$ cat src/rtl/mux_pkg.sv
// Shared types and elaboration helpers for the pipelined mux tree.
// Lane-count arithmetic lives here so the top can size every tree level at elaboration.
package mux_pkg;

    localparam int unsigned MUX_MIN_IN = 2;

    typedef struct packed {
        logic valid;
        logic ready;
    } hs_t;

    function automatic int unsigned clog2_min1(input int unsigned n);
        int unsigned r;
        r = 0;
        for (int unsigned i = 0; i < 32; i++) begin
            if ((32'd1 << i) < n) r = i + 1;
        end
        return (r < 1) ? 1 : r;
    endfunction

    // Each level halves the lane count, rounding up for an odd trailing lane.
    function automatic int unsigned lanes_at_level(input int unsigned n, input int unsigned k);
        int unsigned l;
        l = n;
        for (int unsigned i = 0; i < k; i++) l = (l + 1) / 2;
        return l;
    endfunction

    function automatic int unsigned level_offset(input int unsigned n, input int unsigned k,
                                                 input int unsigned w);
        int unsigned sum;
        sum = 0;
        for (int unsigned i = 0; i < k; i++) sum += lanes_at_level(n, i) * w;
        return sum;
    endfunction

endpackage

$ cat src/rtl/mux_tree_stage.sv
// One registered level of the mux tree: pairwise 2:1 reduction on select bit 0,
// carrying valid and the remaining select bits alongside the data.
module mux_tree_stage #(
    parameter int unsigned DATA_W  = 8,
    parameter int unsigned N_LANES = 8,
    parameter int unsigned SEL_W   = 3
) (
    input  logic                                   clk,
    input  logic                                   rst_n,
    input  logic                                   en,
    input  logic                                   in_valid,
    input  logic [N_LANES*DATA_W-1:0]              in_data,
    input  logic [SEL_W-1:0]                       in_sel,
    output logic                                   out_valid,
    output logic [((N_LANES+1)/2)*DATA_W-1:0]      out_data,
    output logic [SEL_W-1:0]                       out_sel
);

    localparam int unsigned N_OUT = (N_LANES + 1) / 2;

    logic [N_OUT*DATA_W-1:0] data_d;
    logic [N_OUT*DATA_W-1:0] data_q;
    logic [SEL_W-1:0]        sel_d;
    logic [SEL_W-1:0]        sel_q;
    logic                    valid_q;

    for (genvar j = 0; j < N_OUT; j++) begin : gLane
        if (2 * j + 1 < N_LANES) begin : gPair
            assign data_d[j*DATA_W +: DATA_W] = in_sel[0] ? in_data[(2*j+1)*DATA_W +: DATA_W]
                                                          : in_data[(2*j)*DATA_W +: DATA_W];
        end else begin : gPass
            assign data_d[j*DATA_W +: DATA_W] = in_data[(2*j)*DATA_W +: DATA_W];
        end
    end

    // The consumed select bit is shifted out so the next level always looks at bit 0.
    assign sel_d = in_sel >> 1;

    always_ff @(posedge clk or negedge rst_n) begin
        if (!rst_n) begin
            valid_q <= 1'b0;
            data_q  <= '0;
            sel_q   <= '0;
        end else if (en) begin
            valid_q <= in_valid;
            data_q  <= data_d;
            sel_q   <= sel_d;
        end
    end

    assign out_valid = valid_q;
    assign out_data  = data_q;
    assign out_sel   = sel_q;

endmodule

$ cat src/rtl/mux_tree_pipe.sv
// N_IN:1 pipelined mux tree with valid/ready flow control and one register per level.
// Optional feature macro MUX_ERR_EN: carries an out-of-range-select flag to out_err.
module mux_tree_pipe
    import mux_pkg::*;
#(
    parameter int unsigned DATA_W = 8,
    parameter int unsigned N_IN   = 8
) (
    input  logic                          clk,
    input  logic                          rst_n,
    input  logic                          in_valid,
    output logic                          in_ready,
    input  logic [N_IN*DATA_W-1:0]        in_data,
    input  logic [clog2_min1(N_IN)-1:0]   in_sel,
    output logic                          out_valid,
    input  logic                          out_ready,
    output logic [DATA_W-1:0]             out_data,
    output logic                          out_err
);

    localparam int unsigned SEL_W  = clog2_min1((N_IN < MUX_MIN_IN) ? MUX_MIN_IN : N_IN);
    localparam int unsigned LEVELS = SEL_W;
    localparam int unsigned TOT_W  = level_offset(N_IN, LEVELS + 1, DATA_W);

    logic [TOT_W-1:0]  lvlData;
    logic [LEVELS:0]   lvlValid;
    logic [SEL_W-1:0]  lvlSel [LEVELS+1];
    logic [SEL_W-1:0]  unusedSel;
    logic              adv;
    logic              rangeErr;
    hs_t               outHs;

    // The whole pipe advances together; a stalled output freezes every level.
    assign outHs     = '{valid: lvlValid[LEVELS], ready: out_ready};
    assign adv       = !outHs.valid || outHs.ready;
    assign in_ready  = adv;
    assign out_valid = outHs.valid;

    if (N_IN == (1 << SEL_W)) begin : gFullRange
        assign rangeErr = 1'b0;
    end else begin : gPartialRange
        assign rangeErr = (32'(in_sel) >= N_IN);
    end

    // Blanking the lanes up front makes an out-of-range select resolve to zero at the output.
    assign lvlData[0 +: N_IN*DATA_W] = rangeErr ? '0 : in_data;
    assign lvlValid[0]               = in_valid;
    assign lvlSel[0]                 = in_sel;

    for (genvar k = 0; k < LEVELS; k++) begin : gStage
        localparam int unsigned NL    = lanes_at_level(N_IN, k);
        localparam int unsigned NO    = lanes_at_level(N_IN, k + 1);
        localparam int unsigned OFF_I = level_offset(N_IN, k, DATA_W);
        localparam int unsigned OFF_O = level_offset(N_IN, k + 1, DATA_W);

        mux_tree_stage #(
            .DATA_W  (DATA_W),
            .N_LANES (NL),
            .SEL_W   (SEL_W)
        ) u_stage (
            .clk       (clk),
            .rst_n     (rst_n),
            .en        (adv),
            .in_valid  (lvlValid[k]),
            .in_data   (lvlData[OFF_I +: NL*DATA_W]),
            .in_sel    (lvlSel[k]),
            .out_valid (lvlValid[k+1]),
            .out_data  (lvlData[OFF_O +: NO*DATA_W]),
            .out_sel   (lvlSel[k+1])
        );
    end

    assign unusedSel = lvlSel[LEVELS];
    assign out_data  = lvlData[level_offset(N_IN, LEVELS, DATA_W) +: DATA_W];

`ifdef MUX_ERR_EN
    logic [LEVELS-1:0] err_d;
    logic [LEVELS-1:0] err_q;

    always_comb begin
        err_d    = err_q;
        err_d[0] = rangeErr;
        for (int k = 1; k < LEVELS; k++) err_d[k] = err_q[k-1];
    end

    always_ff @(posedge clk or negedge rst_n) begin
        if (!rst_n) begin
            err_q <= '0;
        end else if (adv) begin
            err_q <= err_d;
        end
    end

    assign out_err = err_q[LEVELS-1];
`else
    assign out_err = 1'b0;
`endif

endmodule
$ cat config.mk
export PLATFORM = sky130hd
export DESIGN_NAME = mux_tree_pipe
export DESIGN_NICKNAME = d
export VERILOG_FILES = /design/src/rtl/mux_pkg.sv /design/src/rtl/mux_tree_stage.sv /design/src/rtl/mux_tree_pipe.sv
export SDC_FILE = /design/constraint.sdc
export NUM_CORES = 1
export LEC_CHECK = 0
export ABC_AREA = 1
export BUFFER_PORTS_ARGS = -buffer_cell sky130_fd_sc_hd__buf_4
export CORE_ASPECT_RATIO = 0.5
export CORE_MARGIN = 2
export CORE_UTILIZATION = 60
export CTS_BUF_LIST = sky130_fd_sc_hd__clkbuf_8
export DETAILED_ROUTE_END_ITERATION = 8
export GPL_TIMING_DRIVEN = 1
export PLACE_DENSITY = 0.88
export SYNTH_ARGS = -nofsm -noshare
export SYNTH_HDL_FRONTEND = slang
export SYNTH_SLANG_ARGS = --single-unit
$ cat constraint.sdc
create_clock -name clk -period 2.7 [get_ports clk]
set_input_delay 0.27 -clock clk [delete_from_list [all_inputs] [get_ports clk]]
set_output_delay 0.27 -clock clk [all_outputs]
set_load 0.02 [all_outputs]
==> impl_metrics.env, run 1 <==
export IMPL_die_width_um=110
export IMPL_status="finished, violations left"
export IMPL_arrival_ns=1.63
export IMPL_n_antenna_cell=0
export IMPL_vias=2952
export IMPL_rrSetupSlack_ns=1.25
export IMPL_slew_viol_final=0
export IMPL_postSynthAreaPerCell_sq_um=6.71
export IMPL_drv_cap=0
export IMPL_layout_nets=638
export IMPL_io_pins=82
export IMPL_clockRootBuffer="clkbuf_8"
export IMPL_antenna_found_initial=0
export IMPL_path_cells="nand2_2 > buf_4 > buf_4"
export IMPL_skew_ns=0.00503
export IMPL_synth_top_area_cell="dfrtp_1"
export IMPL_hold_worst_slack_ns=-0.00934
export IMPL_min_path_type="in -> async"
export IMPL_netlist_area_sq_um=3350
export IMPL_synth_area_leaders="dfrtp_1 (46%), nand2_1 (26%), inv_1 (13%)"
export IMPL_synth_nets=571
export IMPL_die_h_um=56.9
export IMPL_cpLargestDelayFamily="buffers and inverters"
export IMPL_setup_viol=0
export IMPL_start_util_pct=61.6
export IMPL_rows=19
export IMPL_overflow=0
export IMPL_insertion_delay_ns=0.35
export IMPL_synth_seq_area_share_pct=46.3
export IMPL_final_cell_mix="nand2_1 (234), inv_1 (114), buf_4 (81), dfrtp_1 (62), nand3_1 (56)"
export IMPL_r2r_end="gStage[1].u_stage.out_data[5]"
export IMPL_max_slew_margin_rel_pct=38.8
export IMPL_mostFrequentLayoutCell="nand2_1"
export IMPL_syn2layout_area_growth_pct=21.6
export IMPL_grt_pass1_wl_um=12100
export IMPL_crit_path_end="in_ready"
export IMPL_min_period_over_period_pct=70.5
export IMPL_ant_nets=0
export IMPL_max_stage_delay_ns=0.53
export IMPL_fin_crit_ns=1.90
export IMPL_grt_max_degree=67
export IMPL_slowest_stage="buf_4"
export IMPL_h_tree_depth=3
export IMPL_io_buffers=80
export IMPL_ir_drop_v=0.000565
export IMPL_p_leak_nw=2.60
export IMPL_die_area_sq_um=6240
export IMPL_cts_tree="done"
export IMPL_cp_required_ns=2.43
export IMPL_final_area_sq_um=4080
export IMPL_syn_inst=500
export IMPL_crit_buf_inv=2
export IMPL_ys_warn_count=0
export IMPL_hold_viol_final=4
export IMPL_rsz0062_at_grt="false"
export IMPL_worstReg2RegStart="gStage[2].u_stage.out_valid"
export IMPL_dpl_instance_area_sq_um=3880
export IMPL_post_cts_buffers=0
export IMPL_first_pass_iters=4
export IMPL_drive_gt1_share_pct=17.8
export IMPL_synth_top_area_share_pct=46.3
export IMPL_first_global_vias=2856
export IMPL_dpl_hpwl_um=4440
export IMPL_clk_pin_slew_ns=0.07
export IMPL_critPathKind="reg -> out"
export IMPL_cts_resized=0
export IMPL_synth_seq_cells=62
export IMPL_fp_coreArea_sq_um=5440
export IMPL_drtIter0Drc=144
export IMPL_track_usage_pct=25.3
export IMPL_violations="hold timing"
export IMPL_routed_wl_um=6830
export IMPL_setup_tns_ns=0
export IMPL_ys_types=14
export IMPL_viasPerCell=4.58
export IMPL_pwr_density_cell_nw_per_um2=828
export IMPL_cts_buffers=9
export IMPL_place_gp_congestion=0.756
export IMPL_drc_errors=0
export IMPL_start_kind="register"
export IMPL_ctsHoldBuffers=0
export IMPL_rr_worst_depth=4
export IMPL_clk_path_buf_depth=2
export IMPL_startpoint="gStage[2].u_stage.out_valid"
export IMPL_crit_path_end_kind="primary output"
export IMPL_worst_pin_slew_ns=0.916
export IMPL_wire_per_inst_um=10.6
export IMPL_cts_sinks=62
export IMPL_cp_num_cells=3
export IMPL_fillers=443
export IMPL_max_freq_mhz=526
export IMPL_crit_top_cell="buf_4"
export IMPL_critPathMaxFanout=66
through the flow:
step                util (%)  setup WS (ns)  std cells  total power, mW
floorplan                  -           1.62        500             2.24
global placement        71.3           1.20        629             2.54
detailed placement      71.3           1.16        629             2.57
CTS                     74.9          0.774        645             3.41
global route            74.9          0.704        645             3.64
finish                  74.9          0.797        645             3.38
where the power goes:
group | total (mW) | switching, mW | leakage (nW) | internal [mW]
clock | 0.815 | 0.347 | 0.110 | 0.468
combinational | 1.09 | 0.663 | 1.76 | 0.426
sequential | 1.48 | 0.217 | 0.730 | 1.26
registers in the layout, indices dropped and copies added (netlist names):
name	cells
gStage.u_stage.out_valid	3
gStage.u_stage.out_sel	3
gStage.u_stage.out_data	56
synth_stat cells:
cell type / count
buf_8: 1
buf_4: 8
inv_1: 113
o21ai_0: 2
inv_4: 1
o21ai_1: 1
dfrtp_1: 62
buf_2: 13
nand2_1: 234
nand2_2: 1
buf_6: 3
inv_2: 4
nand3_1: 56
conb_1: 1
worst min-delay path by stage:
stage               startpoint                             to  slack (ns)  cells past startpoint
floorplan                rst_n  gStage[0].u_stage.out_data[0]       -0.03                      0
global placement         rst_n  gStage[0].u_stage.out_data[2]        0.39                      1
detailed placement       rst_n  gStage[2].u_stage.out_data[7]        0.39                      1
CTS                      rst_n  gStage[1].u_stage.out_data[0]        0.02                      1
global route             rst_n  gStage[2].u_stage.out_data[7]        0.06                      1
finish                   rst_n  gStage[2].u_stage.out_data[7]      -0.009                      1
cell families (layout without fill, tap and decap cells):
| group | after synthesis | after routing | share of synthesized area, % |
|---|---|---|---|
| and+or+nand+nor | 291 | 291 | 34.7 |
| buffers and inverters | 143 | 215 | 18.5 |
| DFF | 62 | 62 | 46.3 |
| AOI/OAI and AO/OA | 3 | 3 | 0.447 |
| other | 1 | 1 | 0.112 |
final cells by class:
cell class	count	area, sq um	area share, %
Timing Repair Buffer	81	608	14.9
Sequential cell	62	1550	38.0
Clock buffer	11	151	3.71
Inverter	118	445	10.9
Clock inverter	5	48.8	1.20
Multi-Input combinational cell	295	1180	29.0
Tap cell	73	91.3	2.24
metal layers:
| layer | track usage [%] | vias up | part of all wire (%) |
|---|---|---|---|
| li1 | - | 1557 | - |
| met1 | 30.5 | 1321 | 46 |
| met2 | 44.2 | 63 | 48 |
| met3 | 7.55 | 11 | 4.9 |
| met4 | 7.23 | 0 | 1.2 |
| met5 | 0 | - | 0 |
No activity file was read; power rests on OpenSTA's default activity.
==> run 2: changes to the inputs <==
--- a/config.mk
+++ b/config.mk
@@ -5,15 +5,15 @@
 export SDC_FILE = /design/constraint.sdc
 export NUM_CORES = 1
 export LEC_CHECK = 0
-export ABC_AREA = 1
+export ABC_AREA = 0
 export BUFFER_PORTS_ARGS = -buffer_cell sky130_fd_sc_hd__buf_4
 export CORE_ASPECT_RATIO = 0.5
 export CORE_MARGIN = 2
-export CORE_UTILIZATION = 60
+export CORE_UTILIZATION = 50
 export CTS_BUF_LIST = sky130_fd_sc_hd__clkbuf_8
 export DETAILED_ROUTE_END_ITERATION = 8
 export GPL_TIMING_DRIVEN = 1
-export PLACE_DENSITY = 0.88
+export PLACE_DENSITY = 0.79
 export SYNTH_ARGS = -nofsm -noshare
 export SYNTH_HDL_FRONTEND = slang
 export SYNTH_SLANG_ARGS = --single-unit
==> constraint.sdc (replaced) <==
create_clock -name clk -period 1.55 [get_ports clk]
set_input_delay 0.155 -clock clk [delete_from_list [all_inputs] [get_ports clk]]
set_output_delay 0.155 -clock clk [all_outputs]
set_load 0.02 [all_outputs]
==> run 2 against run 1 <==
  * Hold slack improved by 0.045 ns
  * Global-route usage decreased by 7.1 points
  * Routed wire length decreased by 13%
  * Sequential share of layout area decreased by 1.5 points
  * Sequential power increased by 68%
  * The run now ends clean
  * Critical path type is now reg -> reg
==> impl_metrics.env, run 2 <==
export IMPL_status="finished, final reports clean"
export IMPL_clk_path_buf_depth=2
export IMPL_layout_nets=353
export IMPL_ys_types=10
export IMPL_grt_max_degree=63
export IMPL_cp_required_ns=1.79
export IMPL_setup_tns_ns=0
export IMPL_die_h_um=61.8
export IMPL_p_leak_nw=2.10
export IMPL_drv_cap=0
export IMPL_clockRootBuffer="clkbuf_8"
export IMPL_start_util_pct=53.4
export IMPL_rrSetupSlack_ns=0.24
export IMPL_wire_per_inst_um=15.9
export IMPL_pwr_density_cell_nw_per_um2=1410
export IMPL_setup_viol=0
export IMPL_fin_crit_ns=1.31
export IMPL_fin_util_pct=67.9
export IMPL_clk_pin_slew_ns=0.08
export IMPL_place_gp_congestion=0.658
export IMPL_fin_ws_ns=0.244
export IMPL_ys_warn_count=0
export IMPL_dpl_instance_area_sq_um=4030
export IMPL_synth_most_common_cell="mux2_4"
export IMPL_mostFrequentLayoutCell="buf_4"
export IMPL_vias=1819
export IMPL_pwr_share_clk_pct=24.3
export IMPL_synth_area_leaders="dfrtp_1 (46%), mux2_4 (35%), mux2_2 (13%)"
export IMPL_drc_errors=0
export IMPL_synth_nets=268
export IMPL_ir_drop_v=0.000569
export IMPL_postSynthAreaPerCell_sq_um=16.9
export IMPL_rr_worst_depth=2
export IMPL_min_period_over_period_pct=84.3
export IMPL_min_path_type="in -> reg"
export IMPL_dpl_hpwl_um=4250
export IMPL_synth_edf_count=0
export IMPL_overflow=0
export IMPL_rsz0062_at_grt="false"
export IMPL_switchingPower_mw=1.74
export IMPL_cts_resized=0
export IMPL_synth_common_cells="mux2_4 (78), dfrtp_1 (62), mux2_2 (39), buf_4 (7), buf_12 (3)"
export IMPL_final_area_sq_um=4250
export IMPL_ant_nets=0
export IMPL_first_global_vias=1965
export IMPL_die_area_sq_um=7390
export IMPL_cts_tree="done"
export IMPL_drtIter0Drc=84
export IMPL_worstHoldStart="in_valid"
export IMPL_skew_ns=0.00854
export IMPL_internal_power_mw=4.23
export IMPL_crit_path_end_kind="register"
export IMPL_cts_sinks=62
export IMPL_synth_top_area_share_pct=46.5
export IMPL_final_cell_mix="buf_4 (82), mux2_4 (78), dfrtp_1 (62), mux2_2 (39), clkbuf_8 (9)"
export IMPL_fp_coreArea_sq_um=6260
export IMPL_routed_wl_um=5970
export IMPL_io_pins=82
export IMPL_syn_inst=197
export IMPL_final_cell_count_no_fill=375
export IMPL_antenna_found_initial=0
export IMPL_grt_pass1_wl_um=9980
export IMPL_r2r_end="gStage[2].u_stage.out_data[5]"
export IMPL_pre_cts_slack_ns=0.248
export IMPL_worst_pin_slew_ns=0.749
export IMPL_pwr_share_seq_pct=41.4
export IMPL_h_tree_depth=3
export IMPL_netlist_area_sq_um=3340
export IMPL_power_total_mw=5.98
export IMPL_viasPerCell=4.85
export IMPL_insertion_delay_ns=0.35
export IMPL_rows=20
export IMPL_synth_seq_cells=62
export IMPL_worstReg2RegStart="gStage[1].u_stage.out_sel[0]"
export IMPL_n_antenna_cell=0
export IMPL_pwr_share_comb_pct=34.2
export IMPL_ys_flop_type="dfrtp_1"
export IMPL_min_to="gStage[0].u_stage.out_valid"
export IMPL_hold_worst_slack_ns=0.0353
export IMPL_hold_depth=2
export IMPL_synth_top_area_cell="dfrtp_1"
export IMPL_max_slew_margin_rel_pct=50.1
export IMPL_critPathMaxFanout=9
export IMPL_track_usage_pct=18.2
export IMPL_syn2layout_area_growth_pct=27.2
export IMPL_io_buffers=80
export IMPL_drive_gt1_share_pct=77.4
export IMPL_cts_buffers=9
export IMPL_netSwitchingFraction_pct=29.2
export IMPL_largest_register_ffs=56
export IMPL_arrival_ns=1.54
export IMPL_synth_seq_area_share_pct=46.5
export IMPL_post_cts_buffers=0
export IMPL_place_inst=358
export IMPL_hold_viol_final=0
export IMPL_max_freq_mhz=766
export IMPL_die_width_um=120
export IMPL_start_kind="register"
export IMPL_critPathKind="reg -> reg"
export IMPL_first_pass_iters=4
export IMPL_async_flop_share_pct=100
export IMPL_slew_viol_final=0
-- run 2: changes by cell type in the layout (fill, tap and decap cells not counted), moves of 3 or more --
cell,before,now
buf_12,0,6
clkinv_2,3,0
inv_1,114,0
inv_2,4,0
inv_6,0,3
mux2_2,0,39
mux2_4,0,78
nand2_1,234,0
nand3_1,56,0
-- run 2: repair_timing --
item | in CTS | in global routing
setup endpoints to repair | 0 | 0
hold endpoints to repair | 62 | 0
hold buffers | 1 | 0
-- run 2: cell families after synthesis --
kind of cell | count (synthesis) | share of synthesized area (%)
multiplexers | 117 | 48.2
flip-flops | 62 | 46.5
buffers and inverters | 15 | 4.80
AND/OR/NAND/NOR | 2 | 0.375
other | 1 | 0.112
-- run 2: layer usage --
layer	part of all wire (%)	vias up	routed length (um)	GRT usage (%)
met5	0	-	0	0
met4	1.3	0	78	6.05
met3	5.7	6	343	6.84
met2	47	48	2810	30.4
met1	46	891	2740	22.7
li1	-	874	-	-
-- run 2: power groups by stage --
stage	registers, mW	clock network, mW	logic (mW)
floorplan	2.48	0	1.41
global placement	2.47	0	1.99
detailed placement	2.50	0	2.06
CTS	2.48	1.49	2.08
global route	2.54	1.57	2.19
finish	2.48	1.45	2.05
-- run 2: worst max path at each step --
stage / from / to / slack (ns) / depth (start not counted)
global placement: gStage[1].u_stage.out_sel[0] / gStage[2].u_stage.out_data[0] / 0.27 / 2
global route: gStage[2].u_stage.out_valid / in_ready / 0.20 / 2
floorplan: gStage[2].u_stage.out_valid / gStage[0].u_stage.out_data[21] / 0.18 / 4
CTS: gStage[2].u_stage.out_valid / in_ready / 0.24 / 2
detailed placement: gStage[1].u_stage.out_sel[0] / gStage[2].u_stage.out_data[5] / 0.25 / 2
finish: gStage[1].u_stage.out_sel[0] / gStage[2].u_stage.out_data[5] / 0.24 / 2
-- run 2: worst max-delay path, cell delays in order (launching register included) --
cell and delay [ns]:
dfrtp_1 0.54, mux2_2 0.38, mux2_2 0.27
-- run 2: cell type report --
class                   instances  area [sq um]
clock buffers                   9           124
clock inverters                 7          80.1
fillers                       453          2010
multi-input cells             120          1630
flip-flops and latches         62          1550
well taps                      88           110
repair buffers                 89           746
